## config.mk

```make
export PLATFORM = sky130hd
export DESIGN_NAME = fmac_arbiter
export DESIGN_NICKNAME = d
export VERILOG_FILES = /design/src/rtl/fmac_pkg.sv /design/src/rtl/rr_arbiter.sv /design/src/rtl/fmac_arbiter.sv
export SDC_FILE = /design/constraint.sdc
export NUM_CORES = 1
export LEC_CHECK = 0
export CAP_MARGIN = 20
export CELL_PAD_IN_SITES_DETAIL_PLACEMENT = 1
export CELL_PAD_IN_SITES_GLOBAL_PLACEMENT = 2
export CORE_AREA = 2 2 143 145
export CTS_CLUSTER_DIAMETER = 120
export CTS_CLUSTER_SIZE = 16
export DETAILED_ROUTE_END_ITERATION = 6
export DIE_AREA = 0 0 145 147
export DONT_BUFFER_PORTS = 1
export PLACE_DENSITY_LB_ADDON = 0.1
export SYNTH_ARGS = -nofsm -noshare
export SYNTH_HDL_FRONTEND = slang
export SYNTH_SLANG_ARGS = --single-unit
```

## constraint.sdc

```tcl
create_clock -name clk -period 5.5 [get_ports clk]
set_input_delay 1.1 -clock clk [delete_from_list [all_inputs] [get_ports clk]]
set_output_delay 1.1 -clock clk [all_outputs]
set_load 0.05 [all_outputs]
```

## src/rtl/fmac_pkg.sv

```systemverilog
// Shared types for the fmac_arbiter slice: default fmac latency, FSM state type
// and the {valid, id} tag that rides alongside each operation in flight.
package fmac_pkg;

  localparam int FMAC_DELAY_DEF = 8;
  // Wide enough for the largest supported requester count (8).
  localparam int ID_W = 3;

  typedef enum logic [1:0] {
    ST_RUN    = 2'd0,
    ST_DRAIN  = 2'd1,
    ST_HALTED = 2'd2
  } state_t;

  typedef struct packed {
    logic            valid;
    logic [ID_W-1:0] id;
  } tag_t;

endpackage

```

## src/rtl/rr_arbiter.sv

```systemverilog
// Round-robin arbiter: the search starts one past the last granted requester,
// and the pointer moves only when the caller reports a completed handshake.
module rr_arbiter #(
  parameter int NREQ = 2
) (
  input  logic                    clk,
  input  logic                    rst,
  input  logic [NREQ-1:0]         req,
  input  logic                    advance,
  output logic [NREQ-1:0]         grant,
  output logic [$clog2(NREQ)-1:0] grant_id
);

  localparam int IDW = $clog2(NREQ);

  logic [IDW-1:0] last_q;
  logic           found;
  int             idx;

  // Reset value NREQ-1 makes requester 0 the first candidate.
  always_ff @(posedge clk) begin
    if (!rst) last_q <= IDW'(NREQ - 1);
    else if (advance) last_q <= grant_id;
  end

  always_comb begin
    grant    = '0;
    grant_id = last_q;
    found    = 1'b0;
    idx      = 0;
    for (int i = 1; i <= NREQ; i++) begin
      idx = (int'(last_q) + i) % NREQ;
      if (!found && req[IDW'(idx)]) begin
        found              = 1'b1;
        grant[IDW'(idx)]   = 1'b1;
        grant_id           = IDW'(idx);
      end
    end
  end

endmodule

```

## src/rtl/fmac_arbiter.sv

```systemverilog
// Shares one fixed-latency axis_fmac among NREQ requesters and routes each result
// back to its owner. Optional protocol checking is enabled by FMAC_ARBITER_CHECK_EN.
// Handshake: a requester's operands are consumed in any cycle where REQ_TVALID[k]
// and REQ_TREADY[k] are both high; FMAC_TVALID and RSP_TVALID have no backpressure.
module fmac_arbiter
  import fmac_pkg::*;
#(
  parameter int NREQ       = 2,
  parameter int FMAC_DELAY = FMAC_DELAY_DEF
) (
  input  logic                 clk,
  input  logic                 rst,
  input  logic [NREQ*32-1:0]   REQ_A_TDATA,
  input  logic [NREQ*32-1:0]   REQ_B_TDATA,
  input  logic [NREQ*32-1:0]   REQ_C_TDATA,
  input  logic [NREQ-1:0]      REQ_TVALID,
  output logic [NREQ-1:0]      REQ_TREADY,
  output logic [31:0]          FMAC_A_TDATA,
  output logic [31:0]          FMAC_B_TDATA,
  output logic [31:0]          FMAC_C_TDATA,
  output logic                 FMAC_TVALID,
  input  logic [31:0]          FMAC_OUT_TDATA,
  input  logic                 FMAC_OUT_TVALID,
  output logic [31:0]          RSP_TDATA,
  output logic [NREQ-1:0]      RSP_TVALID,
  input  logic                 HALT,
  output logic                 HALTED,
  output logic                 BUSY,
  output logic                 ERR,
  output logic [1:0]           dbg_state
);

  localparam int IDW = $clog2(NREQ);
  localparam int CW  = $clog2(FMAC_DELAY + 1);

  state_t          state_q, state_d;
  tag_t            pipe_q [FMAC_DELAY];
  logic [CW-1:0]   cnt_q, cnt_d;
  logic [NREQ-1:0] grant;
  logic [IDW-1:0]  gid;
  logic            run, issue, retire, rsp_hit;

  assign run    = rst && (state_q == ST_RUN);
  assign issue  = |grant;
  assign retire = pipe_q[FMAC_DELAY-1].valid;

  rr_arbiter #(.NREQ(NREQ)) u_rr (
    .clk      (clk),
    .rst      (rst),
    .req      (REQ_TVALID & {NREQ{run}}),
    .advance  (issue),
    .grant    (grant),
    .grant_id (gid)
  );

  assign REQ_TREADY  = grant;
  assign FMAC_TVALID = issue;

  always_comb begin
    FMAC_A_TDATA = '0;
    FMAC_B_TDATA = '0;
    FMAC_C_TDATA = '0;
    for (int k = 0; k < NREQ; k++) begin
      if (grant[k]) begin
        FMAC_A_TDATA = REQ_A_TDATA[32*k +: 32];
        FMAC_B_TDATA = REQ_B_TDATA[32*k +: 32];
        FMAC_C_TDATA = REQ_C_TDATA[32*k +: 32];
      end
    end
  end

  // Tag pipe mirrors the fmac latency so the last stage names the result owner.
  always_ff @(posedge clk) begin
    if (!rst) begin
      for (int i = 0; i < FMAC_DELAY; i++) pipe_q[i] <= '0;
    end else begin
      pipe_q[0] <= '{valid: issue, id: ID_W'(gid)};
      for (int i = 1; i < FMAC_DELAY; i++) pipe_q[i] <= pipe_q[i-1];
    end
  end

  assign rsp_hit    = rst && retire && FMAC_OUT_TVALID;
  assign RSP_TVALID = rsp_hit ? (NREQ'(1) << pipe_q[FMAC_DELAY-1].id) : '0;
  assign RSP_TDATA  = rsp_hit ? FMAC_OUT_TDATA : 32'd0;

  always_comb begin
    cnt_d = cnt_q;
    if (issue && !retire)      cnt_d = cnt_q + CW'(1);
    else if (!issue && retire) cnt_d = cnt_q - CW'(1);
  end

  // Draining looks at the post-retire count so HALTED rises right after the last result.
  always_comb begin
    state_d = state_q;
    case (state_q)
      ST_RUN:    if (HALT) state_d = ST_DRAIN;
      ST_DRAIN:  if (!HALT) state_d = ST_RUN;
                 else if (cnt_d == '0) state_d = ST_HALTED;
      ST_HALTED: if (!HALT) state_d = ST_RUN;
      default:   state_d = ST_RUN;
    endcase
  end

  always_ff @(posedge clk) begin
    if (!rst) begin
      state_q <= ST_RUN;
      cnt_q   <= '0;
    end else begin
      state_q <= state_d;
      cnt_q   <= cnt_d;
    end
  end

  assign BUSY      = rst && (cnt_q != '0);
  assign HALTED    = rst && (state_q == ST_HALTED);
  assign dbg_state = rst ? state_q : 2'b00;

`ifdef FMAC_ARBITER_CHECK_EN
  // Blanking hides results of operations issued before the last reset.
  logic [CW-1:0] blank_q;
  logic          err_q;

  always_ff @(posedge clk) begin
    if (!rst) begin
      blank_q <= CW'(FMAC_DELAY);
      err_q   <= 1'b0;
    end else if (blank_q != '0) begin
      blank_q <= blank_q - CW'(1);
    end else if (FMAC_OUT_TVALID != retire) begin
      err_q   <= 1'b1;
    end
  end

  assign ERR = rst && err_q;
`else
  assign ERR = 1'b0;
`endif

endmodule

```

==> After elaboration in Yosys (flattened, before gate mapping) <==
Memory sizes are Yosys's and may differ from the RTL's.
Cells that the tools add are included.
{ "word_totals": {"memories": 1, "reg_bits": 7, "ramBits": 32} }
{ "classes": {"n_addsub": 4, "n_eq_ne": 5, "order_cmp": 4, "reduce_logical": 18, "n_mux": 39, "bitwise_logic": 10, "n_shift": 1} }
{ "mem_list": {"columns": ["name", "depth", "word_bits", "rd", "rd_ports_with_merged_regs", "wr", "line_no", "text"], "rows": [
  ["pipe_q", 8, 4, 8, 0, 8, "fmac_arbiter.sv:37", "tag_t pipe_q [FMAC_DELAY];"]
]} }
{ "ops": {"columns": ["cell", "count"], "rows": [
  ["2-to-1 mux 32 bit", 7],
  ["2-to-1 mux 4 bit", 10],
  ["2-to-1 mux 2 bit", 8],
  ["2-to-1 mux 1 bit", 11],
  ["logical AND 1 bit", 10],
  ["bitwise OR 1 bit", 8],
  ["less-than comparator 1 x 3 -> 1 bit (second input constant)", 2],
  ["one-hot mux 2 bit (3 select lines)", 1],
  ["adder 4 x 1 -> 4 bit (second input constant)", 1],
  ["zero test 4 bit", 1],
  ["inequality test 2 bit (second input constant)", 2],
  ["nonzero test 4 bit", 1],
  ["subtractor 4 x 1 -> 4 bit (second input constant)", 1],
  ["zero test 1 bit", 3],
  ["inequality test 3 bit (second input constant)", 1],
  ["AND reduction 3 bit", 1],
  ["left shift 1 x 3 -> 2 bit (first input constant)", 1],
  ["adder 1 bit (second input constant)", 2],
  ["demux 1 bit (select 1 bit)", 2],
  ["equality test 2 x 1 -> 1 bit (second input constant)", 1],
  ["equality test 2 bit (second input constant)", 1],
  [">= comparator 1 bit (second input constant)", 2],
  ["zero test 2 bit", 1],
  ["bitwise OR 2 bit", 1],
  ["other kinds (2)", 2]
]} }

==> Logic depth before layout (Yosys ltp) <==
Gate-level depths: netlist of the first run.
{ "depth": {"depth_word": 18, "depth_mapped": 7, "ltp_nobuf": 7} }

==> By module <==
From an unflattened synthesis of the first run, not the netlist that was laid out.
{ "unflattened": {"hier_cells": 248, "area_unflattened_um2": 2114.5} }
{ "modules_own_cells": {"columns": ["mod", "n_inst", "cells_per_inst", "area_each_um2", "seq_area_each_um2"], "rows": [
  ["fmac_arbiter", 1, 242, 2057.0, 440.4],
  ["rr_arbiter", 1, 6, 57.6, 20.0]
]} }

==> Least setup slack after synthesis of the first run <==
Ideal clock, no wire load.
{ "synth_timing": {"path_kind": "input port to output port", "startpoint": "input port rst", "endpoint": "output port FMAC_A_TDATA[12]", "path_stages": 6, "t_arrival_ns": 2.820, "required_time_ns": 4.400, "setup_slack_ns": 1.580, "cell_sequence": "nor4bb_1 > ha_1 > buf_2 > clkbuf_1 > clkbuf_1 > and2_1"} }
{ "synth_via": {"elab_chain_len": 10, "elab_cells_between_ends": 14} }
{ "synth_rtl": {"columns": ["item", "line_no", "text"], "rows": [
  ["start: declaration", "fmac_arbiter.sv:12", "input logic rst,"],
  ["logical AND 1 bit (*)", "fmac_arbiter.sv:43", "assign run = rst && (state_q == ST_RUN);"],
  ["bitwise AND 1 bit (*)", "fmac_arbiter.sv:50", ".req (REQ_TVALID & {NREQ{run}}),"],
  ["2-to-1 mux 1 bit (not written as such) (2 in a row)", "rr_arbiter.sv:33", "if (!found && req[IDW'(idx)]) begin"],
  ["2-to-1 mux 1 bit", "rr_arbiter.sv:33", null],
  ["zero test 1 bit", "rr_arbiter.sv:33", null],
  ["logical AND 1 bit", "rr_arbiter.sv:33", null],
  ["2-to-1 mux 2 bit (*)", "rr_arbiter.sv:33", null],
  ["2-to-1 mux 32 bit", "fmac_arbiter.sv:64", "if (grant[k]) begin"],
  ["2-to-1 mux 32 bit (*)", "fmac_arbiter.sv:64", null],
  ["end: declaration", "fmac_arbiter.sv:18", "output logic [31:0] FMAC_A_TDATA,"]
]} }
Every way passes the cells marked *; elsewhere a longest branch is shown, timed or not. The select of a mux whose other input is x is not followed.

==> Worst setup path in the final report of the first run <==
{ "layout_timing": {"startpoint": "input port rst", "endpoint": "output port FMAC_C_TDATA[6]"} }
{ "layout_via": {"elab_chain_len": 10, "elab_cells_between_ends": 14} }
{ "layout_rtl": {"columns": ["item", "line_no", "text"], "rows": [
  ["logical AND 1 bit (*)", "fmac_arbiter.sv:43", null],
  ["bitwise AND 1 bit (*)", "fmac_arbiter.sv:50", null],
  ["2-to-1 mux 1 bit (not written as such) (2 in a row)", "rr_arbiter.sv:33", null],
  ["2-to-1 mux 1 bit", "rr_arbiter.sv:33", null],
  ["zero test 1 bit", "rr_arbiter.sv:33", null],
  ["logical AND 1 bit", "rr_arbiter.sv:33", null],
  ["2-to-1 mux 2 bit (*)", "rr_arbiter.sv:33", null],
  ["2-to-1 mux 32 bit", "fmac_arbiter.sv:64", null],
  ["2-to-1 mux 32 bit (*)", "fmac_arbiter.sv:64", null],
  ["end: declaration", "fmac_arbiter.sv:20", "output logic [31:0] FMAC_C_TDATA,"]
]} }
Marks and branches as above.

==> run_results.csv, run 1 <==
group,metric,value,unit
floorplanning,fp.coreArea,0.0198,mm²
clocking,post_cts_buffers,0,
clocking,clk_latency,0.26,ns
timing,fmax,254,MHz
power_and_ir_drop,vdd_drop_max,0.000109,V
placement,place_hpwl,5030,µm
timing,setup_tns,0,ns
worst_setup_path,cpPeakStageDelay,0.51,ns
final_layout,syn2layout_area_growth,20.5,%
worst_setup_path,crit_fanout,82,
worst_setup_path,crit_family,"simple AND/OR/NAND/NOR gates",
detailed_routing,wl_per_cell,12.1,µm
placement,place.gp.congestion,0.635,
detailed_routing,ant_nets,0,
final_layout,final_core_util,0.109,
clocking,clk_path_buf_depth,2,
placement,place_inst,488,
grt,grt_pass1_wl,8070,µm
power_and_ir_drop,p_leak,0.820,nW
timing,rsz0062_at_grt,"no",
detailed_routing,routed_wl,6000,µm
detailed_routing,routed_via_density,3.15,
floorplanning,die_w,145,µm
worst_setup_path,critical_path.slowest_cell,"and2_1",
logic_synthesis,yosysWarnings,0,
grt,grtUsageTotal,0.0481,
timing,max-slew-margin-rel,0.277,
timing,setup_viol,0,
min_path,hp-class,"flip-flop to flip-flop",
timing,finalCriticalPeriod,3.93,ns
floorplanning,chipHeight,147,µm
timing,drv_slew,0,
clocking,holdBufCountCts,0,
clocking,ctsResizeCount,0,
worst_setup_path,path_buf_inv,1,
logic_synthesis,netlist_instances,235,
worst_setup_path,endpoint_kind,"output port",
placement,preCtsSetupSlack,1.52,ns
timing,skew,0.00251,ns
final_layout,layout.nets,457,
clocking,root_buffer,"clkbuf_16",
grt,grt_start_max_net_pins,83,
clocking,htreeDepth,1,
detailed_routing,first_pass_iters,4,
timing,hold_viol,0,
timing,tightest_slew,1.08,ns
status,status,"complete, no violations",
worst_setup_path,path_class,"primary input to output port",
clocking,clock_sinks,23,
placement,port_buffers,0,
placement,placedInstanceArea,0.00207,mm²
detailed_routing,drtIter0Drc,42,
worst_setup_path,crit_path_cell_trace,"nor4bb_1, ha_2, buf_12, and2_1",
floorplanning,dieArea,0.0213,mm²
worst_setup_path,arrival,2.83,ns
floorplanning,ios,368,
power_and_ir_drop,powerDensity,240,mW/mm²
worst_setup_path,start_kind,"primary input",
detailed_routing,vias,1557,
clocking,tritoncts,"done",
timing,period_share,0.715,
job,max-cap-violations,0,
floorplanning,start_util,0.0902,
timing,layout_setup_ws,1.57,ns
grt,grt-ovfl-total,0,
detailed_routing,drc,0,
worst_setup_path,r2r_slack,2.84,ns
grt,antenna_found_initial,2,
logic_synthesis,syn_area_per_cell,7.62,µm²
final_layout,design_area,0.00216,mm²
logic_synthesis,synth_area,0.00179,mm²
grt,grt_pass1_vias,1330,
logic_synthesis,ys_seq_area_frac,0.257,
final_layout,stdcell_count,494,
logic_synthesis,ys_types,32,
logic_synthesis,synth_seq_cells,23,
clocking,cts-buffers-inserted,3,
final_layout,drive_gt1_frac,0.0450,
floorplanning,rows,52,
worst_setup_path,cp.required,4.40,ns
clocking,path_clk_slew,0.06,ns
-- cells in the final DEF (no fill, tap or decap), types with 3 or more instances in the layout --
cell type	instances
ha_1	3
dfxtp_1	23
nand2_1	8
and2_1	150
clkbuf_16	3
-- state kept, by name (all words and copies together) (netlist names) --
name,cells
cnt_q,4
pipe_q,16
state_q,2
u_rr.last_q,1
-- power by group --
part | total [mW] | internal, mW | switching [mW]
Combinational | 0.183 | 0.0288 | 0.154
Clock | 0.160 | 0.0979 | 0.0621
Sequential | 0.175 | 0.171 | 0.00389
Total | 0.518 | 0.298 | 0.220
-- cell usage after synthesis, drive strengths merged --
cell type  number  area (µm²)
nor4b           1        15.0
and3            1        6.26
xnor2           2        17.5
o22ai           2        18.8
xor2            2        17.5
a21boi          1        7.51
mux2            1        11.3
nand3b          1        7.51
nor4bb          1        10.0
o21ai           3        15.0
nand2           8        30.0
clkbuf         15        56.3
conb            1        3.75
o211ai          1        7.51
and3b           1        8.76
or3             1        6.26
nor3            1        5.00
dfxtp          23         460
ha              4        50.1
nor2b           1        6.26
nor2            2        7.51
and2          150         938
buf             5        32.5
nand2b          1        6.26
mux2i           1        10.0
a22o            1        8.76
or3b            1        8.76
o211a           1        10.0
inv             2        7.51
-- area by class of cell --
class                           count  area (µm²)
Sequential cell                    23         460
Antenna cell                        2        5.00
Fill cell                        2367       17700
Tap cell                          270         338
Clock inverter                      1        5.00
Multi-Input combinational cell    191        1240
Inverter                            2        7.51
Clock buffer                        3        75.1
Timing Repair Buffer                2        27.5
-- worst reg2reg max path: stages (launching register included) --
cell	delay [ns]
dfxtp_1	0.36
nor4bb_1	0.46
ha_2	0.47
buf_4	0.24
or3b_1	0.36
o211ai_1	0.10
o21ai_1	0.11
nor4b_2	0.34
a22o_1	0.18
-- per-layer routing --
layer | wire length (µm) | vias to the layer above | GRT usage | part of all wire
met5 | 0 | - | 0 | 0
met4 | 163 | 0 | 0.0203 | 0.027
met3 | 741 | 6 | 0.0130 | 0.12
met2 | 3080 | 178 | 0.0919 | 0.51
met1 | 2020 | 683 | 0.0491 | 0.34
li1 | - | 690 | - | -
-- per-stage QoR --
step           hold slack, ns  power, mW
2_1_floorplan           0.412      0.351
3_3_place_gp            0.415      0.364
3_5_place_dp            0.420      0.363
4_1_cts                 0.436      0.530
5_1_grt                 0.450      0.544
6_report                0.431      0.518
-- logic make-up (layout without fill, tap and decap cells) --
group / after synthesis / after routing / synth area share
other: 1 / 4 / 0.00209
AO/OA/AOI/OAI: 9 / 9 / 0.0377
flip-flops: 23 / 23 / 0.257
buffers and inverters: 22 / 8 / 0.0538
adder cells (fa/ha/maj): 4 / 4 / 0.0280
XOR/XNOR: 4 / 4 / 0.0196
AND/OR/NAND/NOR: 170 / 170 / 0.590
multiplexers: 2 / 2 / 0.0119
-- final timing paths --
check / from / end / depth (start not counted)
min: pipe_q[0][0]$_SDFF_PN0_ / pipe_q[0][4]$_SDFF_PN0_ / 1
min reg2reg: pipe_q[0][0]$_SDFF_PN0_ / pipe_q[0][4]$_SDFF_PN0_ / 1
max reg2reg: state_q[0]$_SDFFE_PN0P_ / state_q[1]$_SDFFE_PN0P_ / 8
max: rst / FMAC_C_TDATA[6] / 4
Power figures use the tool's default switching activity.
==> run 2, diff against run 1 <==
- CORE_AREA: 2 2 143 145 -> 2 2 141 143
- DIE_AREA: 0 0 145 147 -> 0 0 143 145
- clock period: 5.5 -> 4.1 ns (I/O delays scaled with it)
==> run 2 against run 1 <==
Sequential share of layout area fell by 0.11 points. Worst setup slack got worse by 0.85 ns. Cell area increased by 0.52%. Global-route usage rose by 1.4 points. Routed wire length rose by 20%. Flip-flop and latch count did not move. First-iteration DRC count is 9.5% lower. Combinational power up 36%. Core utilization up 0.42 points. Register-to-register slack worse by 1.4 ns. Critical endpoint is now FMAC_C_TDATA[4]. Largest power group unchanged. Highest routed layer unchanged.
==> run_results.csv, run 2 (synthesis results as in run 1) <==
group,metric,value,unit
floorplanning,fp.coreArea,0.0192,mm²
timing,hold_viol,0,
timing,rsz0062_at_grt,"no",
worst_setup_path,start_kind,"primary input",
final_layout,reg_top3,"pipe_q x16, cnt_q x4, state_q x2",
timing,tightest_slew,0.695,ns
clocking,path_clk_slew,0.06,ns
placement,place.gp.congestion,0.654,
power_and_ir_drop,vdd_drop_max,0.000153,V
placement,place_hpwl,6090,µm
grt,grt-ovfl-total,0,
clocking,root_buffer,"clkbuf_16",
grt,grt_pass1_wl,9540,µm
floorplanning,start_util,0.0932,
final_layout,largest_reg_flops,16,
final_layout,stdcell_count,490,
clocking,cts-buffers-inserted,3,
floorplanning,ios,368,
clocking,ctsResizeCount,0,
final_layout,antenna_cells,0,
worst_setup_path,path_buf_inv,1,
timing,layout_setup_ws,0.721,ns
job,max-cap-violations,0,
clocking,post_cts_buffers,0,
floorplanning,dieArea,0.0207,mm²
grt,grt_util_met1,0.0603,
grt,met3_usage,0.0244,
floorplanning,die_w,143,µm
worst_setup_path,arrival,2.56,ns
timing,whs,0.433,ns
worst_setup_path,cp.required,3.28,ns
floorplanning,rows,51,
grt,grt.busiest_layer,"met2",
detailed_routing,drtIter0Drc,38,
grt,antenna_found_initial,0,
worst_setup_path,crit_fanout,85,
timing,setup_tns,0,ns
placement,preCtsSetupSlack,0.654,ns
timing,drv_slew,0,
detailed_routing,routed_wl,7190,µm
placement,place_inst,486,
timing,finalCriticalPeriod,3.38,ns
grt,met2_usage,0.122,
worst_setup_path,crit_family,"simple AND/OR/NAND/NOR gates",
detailed_routing,vias,1515,
timing,period_share,0.824,
detailed_routing,first_pass_iters,4,
power_and_ir_drop,powerDensity,321,mW/mm²
timing,setup_viol,0,
clocking,clk_latency,0.25,ns
worst_setup_path,endpoint_kind,"output port",
final_layout,syn2layout_area_growth,21.2,%
final_layout,top_register,"pipe_q",
worst_setup_path,crit_path_cell_trace,"nor4bb_1, ha_2, buf_12, and2_1",
final_layout,layout_common_cells,"150 x and2_1, 23 x dfxtp_1, 8 x nand2_1",
worst_setup_path,path_class,"primary input to output port",
detailed_routing,drc,0,
floorplanning,chipHeight,145,µm
clocking,clock_sinks,23,
detailed_routing,wl_per_cell,14.7,µm
clocking,tritoncts,"done",
timing,max-slew-margin-rel,0.537,
timing,skew,0.00210,ns
final_layout,drive_gt1_frac,0.0578,
min_path,hp-class,"flip-flop to flip-flop",
final_layout,layout.nets,460,
grt,grt_pass1_vias,1405,
clocking,clk_path_buf_depth,2,
detailed_routing,routed_via_density,3.09,
grt,grtUsageTotal,0.0617,
final_layout,layout_commonest_cell,"and2_1",
worst_setup_path,critical_path.slowest_cell,"and2_1",
timing,fmax,296,MHz
power_and_ir_drop,fin_total_pwr,0.695,mW
worst_setup_path,cpPeakStageDelay,0.56,ns
placement,port_buffers,0,
status,status,"complete, no violations",
detailed_routing,ant_nets,0,
grt,grt_start_max_net_pins,86,
power_and_ir_drop,p_leak,0.836,nW
clocking,htreeDepth,1,
clocking,holdBufCountCts,0,
[run 2: final cells by class]
class,instances,area [µm²]
well taps,265,332
multi-input cells,191,1240
flip-flops and latches,23,460
clock inverters,1,5.00
fillers,2264,17000
inverters,2,7.51
clock buffers,3,75.1
repair buffers,5,50.0
[run 2: layer usage]
layer	up-vias	share of wire
li1	689	-
met1	641	0.34
met2	183	0.53
met3	2	0.13
met4	0	0.0031
met5	-	0
[run 2: through the flow]
| step | cell area (µm²) | util |
|---|---|---|
| CTS | 2170 | 0.113 |
| floorplan | 1790 | - |
| detailed placement | 2090 | 0.109 |
| finish | 2170 | 0.113 |
| global placement | 2090 | 0.109 |
| global route | 2170 | 0.113 |
[run 2: final timing paths]
path / from / endpoint / slack, ns / cells past startpoint
worst min-delay path: pipe_q[1][4]$_SDFF_PN0_ / pipe_q[1][8]$_SDFF_PN0_ / 0.43 / 1
worst max register to register: state_q[1]$_SDFFE_PN0P_ / state_q[1]$_SDFFE_PN0P_ / 1.43 / 9
worst max-delay path: rst / FMAC_C_TDATA[4] / 0.72 / 4
worst min register to register: pipe_q[1][4]$_SDFF_PN0_ / pipe_q[1][8]$_SDFF_PN0_ / 0.43 / 1
[run 2: power by group]
part           switching (mW)  internal (mW)  total [mW]
Sequential            0.00463          0.230       0.235
Clock                  0.0806          0.131       0.212
Combinational           0.209         0.0401       0.249
Total                   0.294          0.401       0.695
